==> src/rtl/io_pkg.sv <==
// Shared definitions for the io input scanner: register map offsets and scan FSM encoding.
package io_pkg;

    localparam logic [5:0] IO_IN_BASE = 6'b100000;
    localparam logic [5:0] IO_STATUS  = 6'b110000;

    typedef enum logic [1:0] {
        SAMPLE = 2'd0,
        SETTLE = 2'd1,
        COMMIT = 2'd2
    } scan_state_t;

endpackage

==> src/rtl/io_scan_read_mux.sv <==
// Combinational io read path: decodes addr[7:2] into a debounced port value, the
// change-status word, or zero.
module io_scan_read_mux
    import io_pkg::*;
#(
    parameter int NPORTS = 2
) (
    input  logic [5:0]           sel,
    input  logic [NPORTS*32-1:0] stable_flat,
    input  logic [NPORTS-1:0]    chg,
    output logic [31:0]          rd_data
);

    // NOTE: every output of a combinational block gets a default first, so no path leaves it unassigned (no latch).
    always_comb begin
        rd_data = '0;
        if (sel == IO_STATUS) begin
            rd_data[NPORTS-1:0] = chg;
        end
        for (int i = 0; i < NPORTS; i++) begin
            if (sel == IO_IN_BASE + 6'(i)) begin
                rd_data = stable_flat[32*i +: 32];
            end
        end
    end

endmodule

==> src/rtl/io_input_scanner.sv <==
// Round-robin debouncer for the memory-mapped input ports; publishes stable values and a
// sticky, clear-on-read change-status word, with an optional change interrupt.
module io_input_scanner
    import io_pkg::*;
#(
    parameter int NPORTS   = 2,
    parameter int DEBOUNCE = 4
) (
    input  logic                 io_clk,
    input  logic                 resetn,
    input  logic [NPORTS*32-1:0] in_ports,
    input  logic [31:0]          addr,
    input  logic                 rd_en,
    input  logic                 irq_en,
    output logic [31:0]          io_read_data,
    output logic                 change_irq
);

    localparam int PW = (NPORTS > 1) ? $clog2(NPORTS) : 1;
    localparam int CW = $clog2(DEBOUNCE + 1);
    localparam logic [PW-1:0] LAST_PORT = PW'(NPORTS - 1);
    localparam logic [CW-1:0] CNT_LAST  = CW'(DEBOUNCE - 1);

    scan_state_t          state, state_nxt;
    logic [PW-1:0]        port_idx;
    logic [CW-1:0]        cnt;
    logic [31:0]          cand;
    logic [31:0]          stable [NPORTS];
    logic [NPORTS-1:0]    chg, chg_set, chg_clr;
    logic [31:0]          raw_sel, stable_sel;
    logic [NPORTS*32-1:0] stable_flat;
    logic                 raw_match;
    logic                 load_cand, cnt_inc, next_port, commit_new;
    logic                 unused_addr;

    assign unused_addr = ^{addr[31:8], addr[1:0]};

    always_comb begin
        raw_sel    = '0;
        stable_sel = '0;
        for (int i = 0; i < NPORTS; i++) begin
            stable_flat[32*i +: 32] = stable[i];
            if (port_idx == PW'(i)) begin
                raw_sel    = in_ports[32*i +: 32];
                stable_sel = stable[i];
            end
        end
    end

    assign raw_match = (raw_sel == cand);

    // NOTE: sequential state uses non-blocking assignments so every flop samples pre-edge values.
    always_ff @(posedge io_clk or negedge resetn) begin
        if (!resetn) state <= SAMPLE;
        else         state <= state_nxt;
    end

    always_comb begin
        state_nxt = state;
        case (state)
            SAMPLE:  state_nxt = SETTLE;
            SETTLE: begin
                if (!raw_match)            state_nxt = SAMPLE;
                else if (cnt == CNT_LAST)  state_nxt = COMMIT;
            end
            COMMIT:  state_nxt = SAMPLE;
            default: state_nxt = SAMPLE;
        endcase
    end

    // A bouncing port abandons its visit and hands over to the next port rather than retrying.
    always_comb begin
        load_cand  = 1'b0;
        cnt_inc    = 1'b0;
        next_port  = 1'b0;
        commit_new = 1'b0;
        case (state)
            SAMPLE: load_cand = 1'b1;
            SETTLE: begin
                if (!raw_match)           next_port = 1'b1;
                else if (cnt != CNT_LAST) cnt_inc   = 1'b1;
            end
            COMMIT: begin
                next_port  = 1'b1;
                commit_new = (cand != stable_sel);
            end
            default: ;
        endcase
    end

    // Clear only the bits that were visible to this status read; a same-cycle commit still sets.
    always_comb begin
        chg_clr = (rd_en && addr[7:2] == IO_STATUS) ? chg : '0;
        for (int i = 0; i < NPORTS; i++) begin
            chg_set[i] = commit_new && (port_idx == PW'(i));
        end
    end

    // NOTE: stable[] is a handful of flops read straight onto the bus, so it is reset, unlike a RAM.
    always_ff @(posedge io_clk or negedge resetn) begin
        if (!resetn) begin
            port_idx <= '0;
            cnt      <= '0;
            cand     <= '0;
            chg      <= '0;
            for (int i = 0; i < NPORTS; i++) stable[i] <= '0;
        end else begin
            if (load_cand) begin
                cand <= raw_sel;
                cnt  <= '0;
            end else if (cnt_inc) begin
                cnt <= cnt + 1'b1;
            end
            if (next_port) begin
                port_idx <= (port_idx == LAST_PORT) ? '0 : port_idx + 1'b1;
            end
            for (int i = 0; i < NPORTS; i++) begin
                if (chg_set[i]) stable[i] <= cand;
            end
            chg <= (chg & ~chg_clr) | chg_set;
        end
    end

    io_scan_read_mux #(.NPORTS(NPORTS)) u_read_mux (
        .sel         (addr[7:2]),
        .stable_flat (stable_flat),
        .chg         (chg),
        .rd_data     (io_read_data)
    );

    assign change_irq = irq_en & (|chg);

endmodule

==> config.mk <==
export PLATFORM = sky130hd
export DESIGN_NAME = io_input_scanner
export DESIGN_NICKNAME = d
export VERILOG_FILES = /design/src/rtl/io_pkg.sv /design/src/rtl/io_scan_read_mux.sv /design/src/rtl/io_input_scanner.sv
export SDC_FILE = /design/constraint.sdc
export NUM_CORES = 1
export LEC_CHECK = 0
export CORE_UTILIZATION = 43
export CTS_CLUSTER_DIAMETER = 60
export DETAILED_ROUTE_END_ITERATION = 10
export PLACE_DENSITY_LB_ADDON = 0.25
export SLEW_MARGIN = 5
export SYNTH_ARGS = -nofsm -noshare
export SYNTH_HDL_FRONTEND = slang
export SYNTH_SLANG_ARGS = --single-unit
==> constraint.sdc <==
create_clock -name io_clk -period 3.35 [get_ports io_clk]
set_input_delay 0.67 -clock io_clk [delete_from_list [all_inputs] [get_ports io_clk]]
set_output_delay 0.67 -clock io_clk [all_outputs]
set_load 0.02 [all_outputs]
Word level (Yosys, flattened, before mapping)
Index checks and enable logic that the tools add are counted.
{"block": "word_totals", "ff_bits": 104, "in_bits": 100}
{"block": "classes", "add_sub_neg": 2, "n_eq_ne": 10, "mux": 19, "bitwise": 5, "reduce_logical": 6}
{"cell": "2-to-1 mux 32 bit", "n": 4}
{"cell": "equality test 32 bit", "n": 1}
{"cell": "inequality test 32 bit", "n": 1}
{"cell": "equality test 6 bit (second input constant)", "n": 3}
{"cell": "2-to-1 mux 2 bit", "n": 4}
{"cell": "2-to-1 mux 1 bit", "n": 7}
{"cell": "2-to-1 mux 3 bit", "n": 2}
{"cell": "one-hot mux 2 bit (2 select lines)", "n": 1}
{"cell": "adder 3 x 1 -> 3 bit (second input constant)", "n": 1}
{"cell": "equality test 3 x 2 -> 1 bit (second input constant)", "n": 1}
{"cell": "logical AND 1 bit", "n": 3}
{"cell": "inequality test 3 x 2 -> 1 bit (second input constant)", "n": 1}
{"cell": "inequality test 3 bit (second input constant)", "n": 1}
{"cell": "AND 2 bit", "n": 1}
{"cell": "equality test 2 x 1 -> 1 bit (second input constant)", "n": 1}
{"cell": "equality test 2 bit (second input constant)", "n": 1}
{"cell": "logical NOT 2 bit", "n": 1}
{"cell": "NOT 2 bit", "n": 1}
{"cell": "bitwise OR 2 bit", "n": 1}
{"cell": "one-hot mux 1 bit (2 select lines)", "n": 1}
{"cell": "nonzero test 2 bit", "n": 1}
{"cell": "OR reduction 2 bit", "n": 1}
{"cell": "adder 1 bit (second input constant)", "n": 1}
{"cell": "AND 1 bit", "n": 1}
{"cell": "NOT 1 bit", "n": 1}

Logic depth before layout (Yosys ltp)
Gate-level depths: netlist of the first run.
{"block": "logic_depth", "ltp_word": 6, "depth_mapped": 9, "mapped_depth_nobuf": 6}

Hierarchy
A second synthesis of the first run with hierarchy kept.
{"block": "hier_totals", "cells_unflattened": 517, "area_unflattened_um2": 6035.8}
{"module": "io_input_scanner", "n_inst": 1, "cells_per_inst": 440, "area_per_inst_um2": 5492.8}
{"module": "io_scan_read_mux", "n_inst": 1, "cells_per_inst": 77, "area_per_inst_um2": 543.0}

Worst setup path before layout of the first run
OpenSTA, ideal clock, no wires.
{"block": "synth_path", "path_type": "input to output", "startpoint": "input port addr[3]", "endpoint": "output port io_read_data[10]", "arrival_ps": 2206, "required_time_ps": 2680, "path_slack_ps": 474, "cell_stages": 4, "path_buffers": 1, "path_cell_list": "or4b_2 -> nor3_1 -> clkbuf_1 -> a22o_1"}
{"block": "synth_via", "elab_chain_cells": 3, "word_cells_on_any_way": 4}
{"item": "start: declaration", "line_no": "io_input_scanner.sv:12", "rtl": "input logic [31:0] addr,"}
{"item": "equality test 6 bit", "line_no": "io_scan_read_mux.sv:21", "rtl": "if (sel == IO_IN_BASE + 6'(i)) begin"}
{"item": "2-to-1 mux 32 bit", "line_no": "io_scan_read_mux.sv:21"}
{"item": "2-to-1 mux 32 bit (*)", "line_no": "io_scan_read_mux.sv:21"}
{"item": "end: declaration", "line_no": "io_input_scanner.sv:15", "rtl": "output logic [31:0] io_read_data,"}
Mark *: on every way between the ends. The rest lies on a longest branch, timed or not.

Worst setup path in the final report of the first run
{"block": "layout_path", "startpoint": "input port addr[5]", "endpoint": "output port io_read_data[7]"}
Same word-level chain as after synthesis.

==> impl_metrics.yaml, run 1 <==
logic_synthesis:
  synth_compound_area_share_pct: 8.91
  synth_edf_count: 0
  synth_xor_area_share_pct: 9.73
  synth-seq-cells: 104
  yosys.area_share.simple_pct: 7.08
  seq_area_frac_synth_pct: 45.2
  synthAdderAreaFrac_pct: 1.09
  syn_area_mm2: 0.00576
  syn-instance-count: 488
  synthDistinctLibCells: 33
  synth.area.mux_share_pct: 24.7
  syn-num-nets: 593
  synth_top_family_by_area: "multiplexers"
  yosysWarnings: 0
  syn_area_per_cell_um2: 11.8
  synthFlopType: "dfrtp_1"
  synthArstFlopShare_pct: 100
drt:
  vias_per_cell: 5.40
  dr.pass1.iters: 4
  vias: 4201
  drtAntennaViolNets: 0
  wl_per_cell_um: 18.6
  wirelength_mm: 14.5
  drc: 0
  drt-initial-drc-count: 244
floorplanning:
  core_mm2: 0.0128
  die_h_um: 118
  die_w_um: 118
  die-area_mm2: 0.0139
  num_rows: 41
  ios: 133
  start_util_pct: 44.9
clocking:
  cts_buffers: 9
  cts_root_buf: "clkbuf_16"
  cts_buffer_depth: 2
  clk_pin_slew_ps: 70
  htreeDepth: 3
  clk_latency_ps: 340
  clock_sinks: 104
  cts_tree: "built"
sta:
  setup_viol: 0
  tightestPinTransition_ps: 716
  finalSetupTns_ps: 0
  setup_ws_ps: 48.7
  grt_setup_unrepaired: "true"
  timing.hold.ws_ps: 372
  drv_slew: 0
  finClkSkew_ps: 10.7
  hold_violations: 0
  max_freq_mhz: 303
  period_needed_ps: 3300
  max-slew-margin-rel_pct: 52.3
  finalCritPeriodShare_pct: 98.5
pwr:
  ir_drop_uv: 277
  pwr_density_cell_mw_per_mm2: 351
  p_leak_nw: 3.72
  finalPower_mw: 2.60
place:
  gp_congestion: 0.766
  hpwlAfterDp_mm: 9.91
  post-place-ws_ps: -403
  dp.cells: 762
  io_buffers: 106
  postPlaceCellArea_mm2: 0.00715
final_layout:
  finish.instance_area_mm2: 0.00740
  finalNonFillerCells: 778
  final_core_util_pct: 57.7
  diodes: 0
  nets: 708
  syn2layout_area_growth_pct: 28.4
  final_cell_mix: "dfrtp_1, clkdlybuf4s50_1, mux2i_1"
  drive_gt1_share_pct: 18.5
  layout.cells.most_common: "dfrtp_1"
global_routing:
  overflow: 0
  antenna_found_initial: 0
  grt_max_degree: 56
  gr-usage-all-layers_pct: 21.6
  grt_pass1_wl_mm: 23.3
  first_global_vias: 4392
worst_setup_path:
  critPathCaptureType: "output pin"
  required_ps: 2680
  worst-path-max-fanout: 15
  slowest_stage: "or4b_4"
  cp_cell_sequence: "clkdlybuf4s50_1 -> or4b_4 -> nor3_4 -> clkbuf_16 -> a22o_1 -> clkdlybuf4s15_2"
  critical_path.max_stage_delay_ps: 580
  setup.worst_path.start_class: "primary input"
  crit_type: "in -> out"
  arrival_ps: 2630
hold_path:
  hold_path_class: "in -> async"
job:
  maxCapViolCount: 0
run_status:
  outcome: "completed"
path summary, 6_finish.rpt:
| check | slack [ps] | end | cells past startpoint | startpoint |
|---|---|---|---|---|
| max in group asynchronous | 2230 | port_idx$_DFFE_PN0P_ | 2 | resetn |
| hold reg to reg | 520 | stable[14]$_DFFE_PN0P_ | 1 | stable[14]$_DFFE_PN0P_ |
| setup / recovery | 50 | io_read_data[7] | 6 | addr[5] |
| setup reg to reg | 230 | state[0]$_DFFE_PN0P_ | 9 | port_idx$_DFFE_PN0P_ |
| hold / removal | 370 | cand[16]$_DFFE_PN0P_ | 1 | resetn |
| min in group io_clk | 520 | stable[14]$_DFFE_PN0P_ | 1 | stable[14]$_DFFE_PN0P_ |
logic make-up (layout without fill, tap and decap cells):
kind of cell / after synthesis / count (layout)
buffers and inverters: 31 / 149
adders and majority gates: 5 / 5
and+or+nand+nor: 80 / 80
DFF: 104 / 104
xor gates and xnor gates: 64 / 64
AOI/OAI and AO/OA: 70 / 70
muxes: 134 / 134
sequential cells by signal (all words and copies together) (netlist names):
| signal | cells |
|---|---|
| state | 2 |
| cand | 32 |
| cnt | 3 |
| stable | 64 |
| chg | 2 |
| port_idx | 1 |
critical path, delay by kind of cell:
family                 cells  cell delay (ps)
and+or+nand+nor            2              890
buffers and inverters      3              920
AOI/OAI and AO/OA          1              150
routing by layer:
metal | wire length, µm | GRT usage [%]
met1 | 6340 | 28.0
met2 | 7440 | 37.6
met3 | 512 | 3.83
met4 | 174 | 4.33
met5 | 0 | 0
where the power goes:
part           switching, mW  internal, mW  total, mW  leakage [nW]
registers             0.0382          1.28       1.32          1.36
clock network          0.450         0.577       1.03         0.135
logic                  0.107         0.146      0.253          2.22
what timing repair did:
action,4_1_cts,5_1_grt
pin swaps,1,2
hold buffers,0,0
cloned,1,0
resized for setup,72,44
setup endpoints to repair,31,30
buffers inserted,1,0
cell usage after synthesis (2+ instances only):
cell type,instances,area (µm²)
mux2i_1,67,671
dfrtp_1,104,2600
nor2b_1,5,31.3
clkbuf_1,11,41.3
buf_1,3,11.3
mux2_2,34,383
a21oi_1,34,170
buf_4,2,15.0
buf_2,4,20.0
ha_1,5,62.6
nand2b_1,2,12.5
nor2_1,41,154
xnor2_1,64,561
a22o_1,30,263
nand2_1,6,22.5
nor4_1,16,100
buf_6,8,90.1
inv_1,3,11.3
mux2_1,33,372
nand4_1,3,18.8
layout make-up:
class / instances / area, µm²
multi-input cells: 353 / 2990
fillers: 1108 / 5430
inverters: 3 / 11.3
repair buffers: 132 / 1290
flip-flops and latches: 104 / 2610
clock inverters: 4 / 55.1
well taps: 172 / 215
clock buffers: 10 / 229
Power figures use the tool's default switching activity.
==> inputs of run 2 (changes only) <==
--- a/config.mk
+++ b/config.mk
@@ -5,9 +5,11 @@
 export SDC_FILE = /design/constraint.sdc
 export NUM_CORES = 1
 export LEC_CHECK = 0
+export CORE_ASPECT_RATIO = 0.6
 export CORE_UTILIZATION = 43
 export CTS_CLUSTER_DIAMETER = 60
 export DETAILED_ROUTE_END_ITERATION = 10
+export GPL_TIMING_DRIVEN = 0
 export PLACE_DENSITY_LB_ADDON = 0.25
 export SLEW_MARGIN = 5
 export SYNTH_ARGS = -nofsm -noshare
==> run 2 against run 1 <==
Compared with the run above:
- sequential share of layout area hardly changed
- non-clock buffer count rose by 6
- clock-buffer cell count shrank 1
- maximum frequency is essentially flat
==> impl_metrics.yaml, run 2 (synthesis gave the netlist of run 1 again) <==
global_routing:
  first_global_vias: 4283
  overflow: 0
  grt_max_degree: 63
  gr-usage-all-layers_pct: 24.0
  antenna_found_initial: 0
  grt_pass1_wl_mm: 24.2
clocking:
  clk_pin_slew_ps: 70
  cts_buffers: 9
  cts_buffer_depth: 2
  htreeDepth: 3
  cts_tree: "built"
  clock_sinks: 104
  cts_root_buf: "clkbuf_16"
  clk_latency_ps: 350
  hold_buffers: 0
drt:
  drt-initial-drc-count: 208
  wl_per_cell_um: 20.5
  dr.pass1.iters: 5
  vias_per_cell: 5.54
  vias: 4336
  drtAntennaViolNets: 0
  wirelength_mm: 16.0
  drc: 0
pwr:
  p_leak_nw: 3.75
  finalPower_mw: 2.53
  pwr_density_cell_mw_per_mm2: 343
  ir_drop_uv: 204
sta:
  finalCritPeriodShare_pct: 98.5
  max_freq_mhz: 303
  period_needed_ps: 3300
  tightestPinTransition_ps: 679
  timing.hold.ws_ps: 335
  setup_viol: 0
  finClkSkew_ps: 6.14
  drv_slew: 0
  hold_violations: 0
  finalSetupTns_ps: 0
  grt_setup_unrepaired: "false"
  max-slew-margin-rel_pct: 54.7
hold_path:
  hold_path_class: "in -> async"
final_layout:
  nets: 714
  syn2layout_area_growth_pct: 28.3
  drive_gt1_share_pct: 15.8
  final_cell_mix: "dfrtp_1, clkdlybuf4s50_1, mux2i_1"
  top_register: "stable"
  layout.cells.most_common: "dfrtp_1"
  diodes: 0
  top_regs: "stable (64), cand (32), cnt (3)"
  largest_reg_flops: 64
place:
  hpwlAfterDp_mm: 11.8
  io_buffers: 106
  gp_congestion: 0.835
worst_setup_path:
  arrival_ps: 2630
  required_ps: 2680
  worst-path-max-fanout: 10
  critPathCaptureType: "output pin"
  setup.worst_path.start_class: "primary input"
  crit_type: "in -> out"
floorplanning:
  ios: 133
  num_rows: 32
  die_w_um: 151
  start_util_pct: 44.4
  die-area_mm2: 0.0139
  core_mm2: 0.0130
  die_h_um: 91.7
run_status:
  outcome: "completed"
job:
  maxCapViolCount: 0
-- run 2: cell types whose count changed in the layout (fill, tap and decap cells not counted), sizes merged --
cell | previous run | this run
clkdlybuf4s15 | 7 | 5
inv | 5 | 4
bufinv | 1 | 0
clkinv | 0 | 4
dlygate4sd2 | 0 | 12
buf | 38 | 31
clkbuf | 22 | 24
-- run 2: layout make-up --
cell class / instances / area (µm²)
flip-flops and latches: 104 / 2600
inverters: 3 / 11.3
fillers: 1126 / 5580
well taps: 170 / 213
clock inverters: 6 / 36.3
repair buffers: 110 / 1040
clock buffers: 9 / 225
multi-input cells: 353 / 3020
plain buffers: 28 / 240
-- run 2: repair_timing --
action,CTS,global route
setup endpoints to repair,30,92
setup buffers,1,2
pin swaps,1,3
gates resized for setup,79,20
-- run 2: final timing paths --
check,startpoint,end,slack (ps),depth (start not counted)
min reg2reg,stable[56]$_DFFE_PN0P_,stable[56]$_DFFE_PN0P_,520,1
max in group asynchronous,resetn,cand[26]$_DFFE_PN0P_,2310,2
min in group io_clk,stable[56]$_DFFE_PN0P_,stable[56]$_DFFE_PN0P_,520,1
max reg2reg,port_idx$_DFFE_PN0P_,cnt[0]$_DFFE_PN0P_,180,9
max,addr[5],io_read_data[26],50,6
min,resetn,state[0]$_DFFE_PN0P_,340,1
-- run 2: metrics by stage --
step	worst slack [ps]	utilization (%)	instance area (µm²)	cells
5_1_grt	0.730	57.0	7390	783
2_1_floorplan	474	-	5760	488
3_3_place_gp	-2260	54.2	7030	764
6_report	50.1	57.0	7390	783
4_1_cts	0.314	57.0	7390	781
3_5_place_dp	-908	54.4	7060	765
-- run 2: critical path, stage by stage --
cell and delay [ps]:
clkdlybuf4s50_1 390, or4b_4 600, nor3_4 210, clkbuf_8 240
a22o_1 190, clkdlybuf4s15_1 320
-- run 2: per-layer routing --
| layer | share of wire, % | wire length, µm | track usage [%] |
|---|---|---|---|
| met4 | 1.1 | 182 | 4.92 |
| met1 | 49 | 7820 | 35.7 |
| met2 | 43 | 6890 | 35.9 |
| met5 | 0 | 0 | 0 |
| met3 | 7.0 | 1130 | 4.98 |
-- run 2: power by group --
part           internal [mW]  switching, mW
logic                  0.144          0.111
registers               1.28         0.0385
clock network          0.497          0.462
==> inputs of run 3 (changes only) <==
--- a/config.mk
+++ b/config.mk
@@ -5,8 +5,10 @@
 export SDC_FILE = /design/constraint.sdc
 export NUM_CORES = 1
 export LEC_CHECK = 0
+export CELL_PAD_IN_SITES_DETAIL_PLACEMENT = 0
+export CELL_PAD_IN_SITES_GLOBAL_PLACEMENT = 1
 export CORE_ASPECT_RATIO = 0.6
-export CORE_UTILIZATION = 43
+export CORE_UTILIZATION = 40
 export CTS_CLUSTER_DIAMETER = 60
 export DETAILED_ROUTE_END_ITERATION = 10
 export GPL_TIMING_DRIVEN = 0
==> run 3 against run 2 <==
Compared with the run above:
- final area up 0.88%
- clock-buffer cell count up 2
- largest cell class unchanged
- hold slack got worse by 40 ps
- clock skew grew 0.94 ps
- combinational power is essentially flat
- critical path depth unchanged
- highest routed layer unchanged
- wire length hardly changed
- maximum frequency grew 0.25%
- sequential share of layout area is 0.31 points lower
- sequential cell count stayed put
==> impl_metrics.yaml, run 3 (synthesis gave the netlist of run 1 again) <==
global_routing:
  gr-usage-all-layers_pct: 22.6
  overflow: 0
  grt_pass1_wl_mm: 24.3
  first_global_vias: 4197
  antenna_found_initial: 0
  grt_max_degree: 69
pwr:
  p_leak_nw: 3.74
  power.internal_mw: 2.05
  switching_share_pct: 23.6
  finalPower_mw: 2.68
  p_seq_share_pct: 49.1
  power_frac_comb_pct: 9.4
  ir_drop_uv: 242
  p_sw_uw: 632
  pwr-share-clk_pct: 41.4
  pwr_density_cell_mw_per_mm2: 360
drt:
  wl_met2_mm: 6.94
  drtAntennaViolNets: 0
  wirelength_mm: 16.0
  maxUsedRoutingLayer: "met4"
  vias: 4270
  drc: 0
  dr.pass1.iters: 4
  vias_per_cell: 5.32
  route.met3.wl_mm: 1.05
  wl_per_cell_um: 19.9
  drt-initial-drc-count: 234
  met1_length_mm: 7.91
clocking:
  clk_pin_slew_ps: 70
  cts_root_buf: "clkbuf_16"
  clock_sinks: 104
  clk_latency_ps: 340
  cts_buffer_depth: 2
  cts_tree: "built"
  cts_buffers: 9
  postCtsSetupRepairBufs: 0
  htreeDepth: 3
worst_setup_path:
  worst-path-max-fanout: 10
  required_ps: 2680
  setup.worst_path.start_class: "primary input"
  arrival_ps: 2620
  r2r_setup_slack_ps: 90
  reg2regPathDepth: 9
  critPathCaptureType: "output pin"
  r2r_start: "port_idx$_DFFE_PN0P_"
  r2r_end: "stable[27]$_DFFE_PN0P_"
  crit_type: "in -> out"
sta:
  max_freq_mhz: 304
  timing.hold.ws_ps: 295
  tightestPinTransition_ps: 653
  grt_setup_unrepaired: "false"
  finalCritPeriodShare_pct: 98.3
  max-slew-margin-rel_pct: 56.5
  period_needed_ps: 3290
  setup_viol: 0
  drv_slew: 0
  finClkSkew_ps: 7.08
  hold_violations: 0
place:
  gp_congestion: 0.833
  io_buffers: 106
  hpwlAfterDp_mm: 11.9
final_layout:
  nets: 711
  fill_cells: 1218
  largest_reg_flops: 64
  final_cell_mix: "dfrtp_1, clkdlybuf4s50_1, mux2i_1"
  top_register: "stable"
  layout.cells.most_common: "dfrtp_1"
  syn2layout_area_growth_pct: 29.4
  diodes: 0
  top_regs: "stable (64), cand (32), cnt (3)"
  drive_gt1_share_pct: 14.4
floorplanning:
  ios: 133
  start_util_pct: 41.6
  num_rows: 33
  die-area_mm2: 0.0149
  core_mm2: 0.0138
  die_h_um: 95.0
  die_w_um: 157
job:
  maxCapViolCount: 0
run_status:
  outcome: "completed"
hold_path:
  hold_path_class: "in -> async"
## run 3: worst max-delay path by stage
| stage | cells past startpoint | end | start |
|---|---|---|---|
| floorplan | 4 | io_read_data[10] | addr[3] |
| global placement | 1 | stable[40]$_DFFE_PN0P_ | resetn |
| detailed placement | 6 | io_read_data[21] | addr[3] |
| CTS | 6 | io_read_data[21] | addr[3] |
| global route | 6 | io_read_data[28] | addr[3] |
| finish | 6 | io_read_data[16] | addr[3] |
## run 3: layout make-up
class,instances,area [µm²],area share (%)
repair buffers,107,1030,13.9
clock buffers,11,253,3.39
multi-input cells,353,3010,40.4
inverters,3,11.3,0.151
well taps,192,240,3.22
clock inverters,5,62.6,0.839
plain buffers,28,240,3.22
flip-flops and latches,104,2600,34.9
## run 3: timing repair
| action | in CTS | in global routing |
|---|---|---|
| endpoints found under the setup margin | 30 | 77 |
| resized for setup | 53 | 27 |
| pin swaps | 0 | 1 |
| hold buffers | 0 | 0 |
## run 3: critical path: stages
cell	delay, ps
clkdlybuf4s50_1	400
or4b_4	600
nor3_4	210
clkbuf_8	240
a22o_1	180
clkdlybuf4s15_1	310
## run 3: power groups by stage
stage | clock network (mW) | logic [mW] | registers (mW)
after floorplan | 0 | 0.101 | 1.33
after global routing | 1.19 | 0.276 | 1.32
after global placement | 0 | 0.242 | 1.34
after CTS | 1.13 | 0.254 | 1.32
after detailed placement | 0 | 0.249 | 1.34
final | 1.11 | 0.253 | 1.32
## run 3: metrics by stage
stage          setup slack [ps]  cell area, µm²  std cells  TNS, ps  utilization, %
3_5_place_dp               -884            7090        787   -24440            51.2
3_3_place_gp              -2320            7060        786  -265020            51.1
4_1_cts                    6.92            7450        803        0            53.8
5_1_grt                  0.0413            7450        803        0            53.9
6_report                   58.5            7450        803        0            53.9
2_1_floorplan               474            5760        488        0               -
## run 3: layer usage
metal	track usage, %	vias up
met4	4.98	0
met1	34.1	2156
met5	0	-
met2	33.5	117
met3	4.18	8
li1	-	1989
